==> src/rtl/shift_rr_arbiter_pkg.sv <==
// Shared definitions for the shift round-robin arbiter slice.
//   SHIFT_DATA_W / SHIFT_AMT_W : operand and shift-amount widths of the shared shifter
//   MAX_REQ                    : largest supported requester count
//   slot_state_t               : result slot occupancy
//   clog2 / id_width           : elaboration-time width helpers
package shift_rr_arbiter_pkg;

  localparam int unsigned SHIFT_DATA_W = 8;
  localparam int unsigned SHIFT_AMT_W  = 3;
  localparam int unsigned MAX_REQ      = 8;

  typedef enum logic {
    SLOT_EMPTY = 1'b0,
    SLOT_FULL  = 1'b1
  } slot_state_t;

  // Ceiling log2; clog2(1) = 0.
  function automatic int unsigned clog2(input int unsigned value);
    int unsigned result;
    result = 0;
    for (int unsigned p = 1; p < value; p = p << 1) begin
      result = result + 1;
    end
    return result;
  endfunction

  // Requester-id width, never narrower than one bit.
  function automatic int unsigned id_width(input int unsigned num_req);
    return (num_req <= 1) ? 1 : clog2(num_req);
  endfunction

endpackage

==> src/rtl/shift_rr_arbiter_shifter.sv <==
// 8-bit logical right barrel shifter, three log stages, zero fill.
//   in   : operand
//   ctrl : shift amount 0..7
//   out  : in >> ctrl
module shift_rr_arbiter_shifter
  import shift_rr_arbiter_pkg::*;
(
  input  logic [SHIFT_DATA_W-1:0] in,
  input  logic [SHIFT_AMT_W-1:0]  ctrl,
  output logic [SHIFT_DATA_W-1:0] out
);

  logic [SHIFT_DATA_W-1:0] stage0;
  logic [SHIFT_DATA_W-1:0] stage1;

  assign stage0 = ctrl[0] ? {1'b0, in[SHIFT_DATA_W-1:1]}     : in;
  assign stage1 = ctrl[1] ? {2'b0, stage0[SHIFT_DATA_W-1:2]} : stage0;
  assign out    = ctrl[2] ? {4'b0, stage1[SHIFT_DATA_W-1:4]} : stage1;

endmodule

==> src/rtl/shift_rr_arbiter.sv <==
// Round-robin arbiter sharing one 8-bit logical right shifter among NUM_REQ clients.
//   clk, rst              : clock, synchronous active-high reset
//   req_valid/req_ready   : per-requester handshake (req_ready one-hot or zero, combinational)
//   req_data, req_amt     : packed per-requester operand and shift amount
//   res_valid/res_ready   : result slot handshake
//   res_data, res_id      : shifted byte and the id of the requester that produced it
module shift_rr_arbiter
  import shift_rr_arbiter_pkg::*;
#(
  parameter  int unsigned NUM_REQ = 4,
  localparam int unsigned ID_W    = id_width(NUM_REQ)
) (
  input  logic                            clk,
  input  logic                            rst,
  input  logic [NUM_REQ-1:0]              req_valid,
  input  logic [SHIFT_DATA_W*NUM_REQ-1:0] req_data,
  input  logic [SHIFT_AMT_W*NUM_REQ-1:0]  req_amt,
  output logic [NUM_REQ-1:0]              req_ready,
  output logic                            res_valid,
  output logic [SHIFT_DATA_W-1:0]         res_data,
  output logic [ID_W-1:0]                 res_id,
  input  logic                            res_ready
);

  localparam int unsigned SUM_W = ID_W + 1;

  slot_state_t             state_q;
  slot_state_t             state_d;
  logic [ID_W-1:0]         rr_ptr;
  logic [ID_W-1:0]         grant_id;
  logic                    found;
  logic                    can_accept;
  logic                    accept;
  logic [NUM_REQ-1:0]      rot_valid;
  logic [SUM_W-1:0]        sum;
  logic [SHIFT_DATA_W-1:0] data_sel;
  logic [SHIFT_AMT_W-1:0]  amt_sel;
  logic [SHIFT_DATA_W-1:0] shifted;

  // Priority pick: rotate a doubled request vector so rr_ptr lands at bit 0,
  // take the first set bit, then map the offset back to a requester index.
  always_comb begin
    rot_valid = NUM_REQ'({req_valid, req_valid} >> rr_ptr);
    found     = 1'b0;
    grant_id  = '0;
    sum       = '0;
    for (int k = 0; k < NUM_REQ; k++) begin
      if (!found && rot_valid[k]) begin
        found = 1'b1;
        sum   = {1'b0, rr_ptr} + SUM_W'(k);
        if (sum >= SUM_W'(NUM_REQ)) begin
          sum = sum - SUM_W'(NUM_REQ);
        end
        grant_id = sum[ID_W-1:0];
      end
    end
  end

  // The slot can take a new result when empty or being drained this cycle.
  assign can_accept = (state_q == SLOT_EMPTY) | res_ready;
  assign accept     = found & can_accept & ~rst;

  // Grant decode and winner operand mux.
  always_comb begin
    req_ready = '0;
    data_sel  = '0;
    amt_sel   = '0;
    for (int i = 0; i < NUM_REQ; i++) begin
      if (grant_id == ID_W'(i)) begin
        req_ready[i] = accept;
        data_sel     = req_data[i*SHIFT_DATA_W +: SHIFT_DATA_W];
        amt_sel      = req_amt[i*SHIFT_AMT_W +: SHIFT_AMT_W];
      end
    end
  end

  shift_rr_arbiter_shifter u_shifter (
    .in   (data_sel),
    .ctrl (amt_sel),
    .out  (shifted)
  );

  // Slot state register.
  always_ff @(posedge clk) begin
    if (rst) begin
      state_q <= SLOT_EMPTY;
    end else begin
      state_q <= state_d;
    end
  end

  // Slot next-state: accept always fills; a consume without accept empties.
  always_comb begin
    state_d = state_q;
    case (state_q)
      SLOT_EMPTY: begin
        if (accept) begin
          state_d = SLOT_FULL;
        end
      end
      SLOT_FULL: begin
        if (accept) begin
          state_d = SLOT_FULL;
        end else if (res_ready) begin
          state_d = SLOT_EMPTY;
        end
      end
      default: state_d = SLOT_EMPTY;
    endcase
  end

  assign res_valid = (state_q == SLOT_FULL);

  // Result payload and round-robin pointer; both held when nothing is accepted.
  always_ff @(posedge clk) begin
    if (rst) begin
      res_data <= '0;
      res_id   <= '0;
      rr_ptr   <= '0;
    end else if (accept) begin
      res_data <= shifted;
      res_id   <= grant_id;
      rr_ptr   <= (grant_id == ID_W'(NUM_REQ - 1)) ? '0 : grant_id + ID_W'(1);
    end
  end

endmodule

==> config.mk <==
export PLATFORM = sky130hd
export DESIGN_NAME = shift_rr_arbiter
export DESIGN_NICKNAME = d
export VERILOG_FILES = /design/src/rtl/shift_rr_arbiter_pkg.sv /design/src/rtl/shift_rr_arbiter_shifter.sv /design/src/rtl/shift_rr_arbiter.sv
export SDC_FILE = /design/constraint.sdc
export NUM_CORES = 1
export LEC_CHECK = 0
export ABC_AREA = 1
export BUFFER_PORTS_ARGS = -buffer_cell sky130_fd_sc_hd__buf_2
export CAP_MARGIN = 20
export CORE_MARGIN = 2
export CORE_UTILIZATION = 47
export DETAILED_ROUTE_END_ITERATION = 12
export PLACE_DENSITY_LB_ADDON = 0.08
export SLEW_MARGIN = 10
export SYNTH_ARGS = -nofsm -noshare
export SYNTH_HDL_FRONTEND = slang
export SYNTH_SLANG_ARGS = --single-unit
==> constraint.sdc <==
create_clock -name clk -period 3.2 [get_ports clk]
set_input_delay 0.48 -clock clk [delete_from_list [all_inputs] [get_ports clk]]
set_output_delay 0.48 -clock clk [all_outputs]
set_load 0.01 [all_outputs]
==> metrics <==
area delta synth->final 26.4%; Worst path depth 16; crit-path cells inv_4, nand2_2, nand2_1, nand2_1, nand2_2, inv_2, nand2_1, nor3_1, nand3b_1, nand2_1, inv_1, ha_1, clkinvlp_4, buf_12, nor2_1, buf_2; relative slew slack 80.0%; sequential fraction of the synthesis area 18.2%; R2R Path Start rr_ptr[0]; Async SR Flop Fraction 0%; area occupied by multi-input gates 0.00102 mm2; drt initial violations 133; top cells by count, synth 90 x nand2_1, 30 x nand3_1, 29 x nor2_1; Die Width 59.2 um; WP data required 2720 ps; CTS tree done; crit path kind reg -> out; Sinks on Clock Net 13; n_diodes 0; largest net degree at the start of global routing 22; Post-synth EDFFs 0; final-layout fill cell count 312; CP startpoint rr_ptr[0]; vias in the first global route 1476; final hold violations 0; R2R setup slack 270 ps; crit-path max FO 11; # IOs 66; Synth Net Count 310; CP arrival 2480 ps; CTS hold repair buffers 0; Slew Limit Fails 0; Fin Setup TNS 0 ps; CP peak stage delay 460 ps; most frequent CP cell nand2_1; fmax 338 MHz; Reg area 262 um2; Ys Warns 0; GRT Resource Usage Total 22.0%; CP top delay family simple AND/OR/NAND/NOR gates; Antenna Nets Post-Route 0; Yosys cell types 29; initial core utilization 48.1%; vias 1720; fin crit period 2960 ps; vias per cell 4.89; Placement Rows 20; synthesis-stage register bit count 13; fraction of layout cells with a size suffix above 1 31.7%; Final Skew 5.52 ps; H-Tree Depth 1; Die H 59.2 um; first-pass GRT wire length 6000 um; type of the most critical hold path in -> reg; status finished clean; drt first pass iters 4; DR WL/cell 10.7 um; detailed placement HPWL 3040 um; clock latency on the worst-skew pair 280 ps; clk slew on worst S/H paths 80 ps; Mean Syn Cell Area 5.61 um2; Synth Instances 255; top cell type's share of synthesized area 23.6%; # DRC 0; Critical-path top delay cell dfxtp_2; Primary FF master, synth dfxtp_1; die area 0.00350 mm2; GP Congestion 0.900; CP endpoint kind output port; Reg2Reg Depth 24; PortBufs 65; CTS Root Cell clkbuf_4; Longest Clk Path Bufs 2; synthesized cell area 0.00143 mm2; Startpoint Class flip-flop; Final Setup Violations 0; reg2reg end res_data[0]; Final Cycle Share 92.4%; Yosys top cell by area nand2_1; Max Cap Viol 0; initial antenna violation count 0; Nets 375; CP Buf/Inv Count 6; cell with the most instances after synthesis nand2_1; worst setup path endpoint req_ready[2]; TritonCTS Buffers 3; core area 0.00298 mm2; Routed Wire Length 3750 um; total global routing overflow 0; top cells by area, synth nand2_1 24%, dfxtp_1 18%, nand3_1 10%, a21oi_1 7.7%, nor2_1 7.6%; measured slew at the worst slew-check pin 297 ps
==> placed cells by master (no fill, tap or decap), types with 5 or more instances in the layout <==
cell,count
a21boi_0,5
a21oi_1,22
buf_2,65
dfxtp_1,12
inv_1,14
inv_2,9
nand2_1,90
nand2_2,8
nand3_1,30
nor2_1,29
==> worst min path at each step <==
stage / slack, ps / end / cells after the start / startpoint
global route: 420 / res_data[7] / 2 / rst
detailed placement: 460 / res_data[4] / 2 / res_data[4]
global placement: 460 / res_data[4] / 2 / res_data[4]
finish: 430 / res_data[7] / 2 / rst
floorplan: 480 / res_data[7] / 2 / res_data[7]
CTS: 420 / res_data[4] / 2 / rst
==> final cells by class <==
class                           instances  share of cell area, %
Tap cell                               33                   2.28
Timing Repair Buffer                   68                   19.9
Clock buffer                            4                   1.45
Sequential cell                        13                   14.5
Inverter                               26                   5.74
Multi-Input combinational cell        208                   56.2
==> cell families after synthesis <==
family          after synthesis  synth area share [%]
simple gates                170                  53.1
xor+xnor                      1                 0.612
fa+ha+maj                     4                  3.50
buf+inv                      34                  11.0
compound gates               33                  13.5
flops                        13                  18.2
==> registers in the layout (all words and copies together) (netlist names) <==
name,count
res_id,2
rr_ptr,2
res_data,8
res_valid,1
==> stage by stage <==
stage	util, %	area (um2)	hold WS, ps	setup slack, ps	cells
2_1_floorplan	-	1430	481	687	255
3_3_place_gp	58.9	1760	458	109	347
3_5_place_dp	58.9	1760	458	123	347
4_1_cts	59.8	1780	417	94.7	351
5_1_grt	60.8	1810	419	-2.72	352
6_report	60.8	1810	427	242	352
==> what timing repair did <==
action | in CTS | in global routing
gates resized for setup | 0 | 4
setup buffers | 0 | 1
endpoints found under the setup margin | 0 | 11
==> routing by layer <==
layer | track usage [%] | vias to the layer above | routed length [um]
li1 | - | 942 | -
met1 | 28.0 | 705 | 1750
met2 | 38.3 | 70 | 1740
met3 | 2.62 | 3 | 235
met4 | 7.14 | 0 | 23
met5 | 0 | - | 0
Power is not shown: default switching activity piles up to over one toggle a cycle in this logic, so the estimate is an artifact.
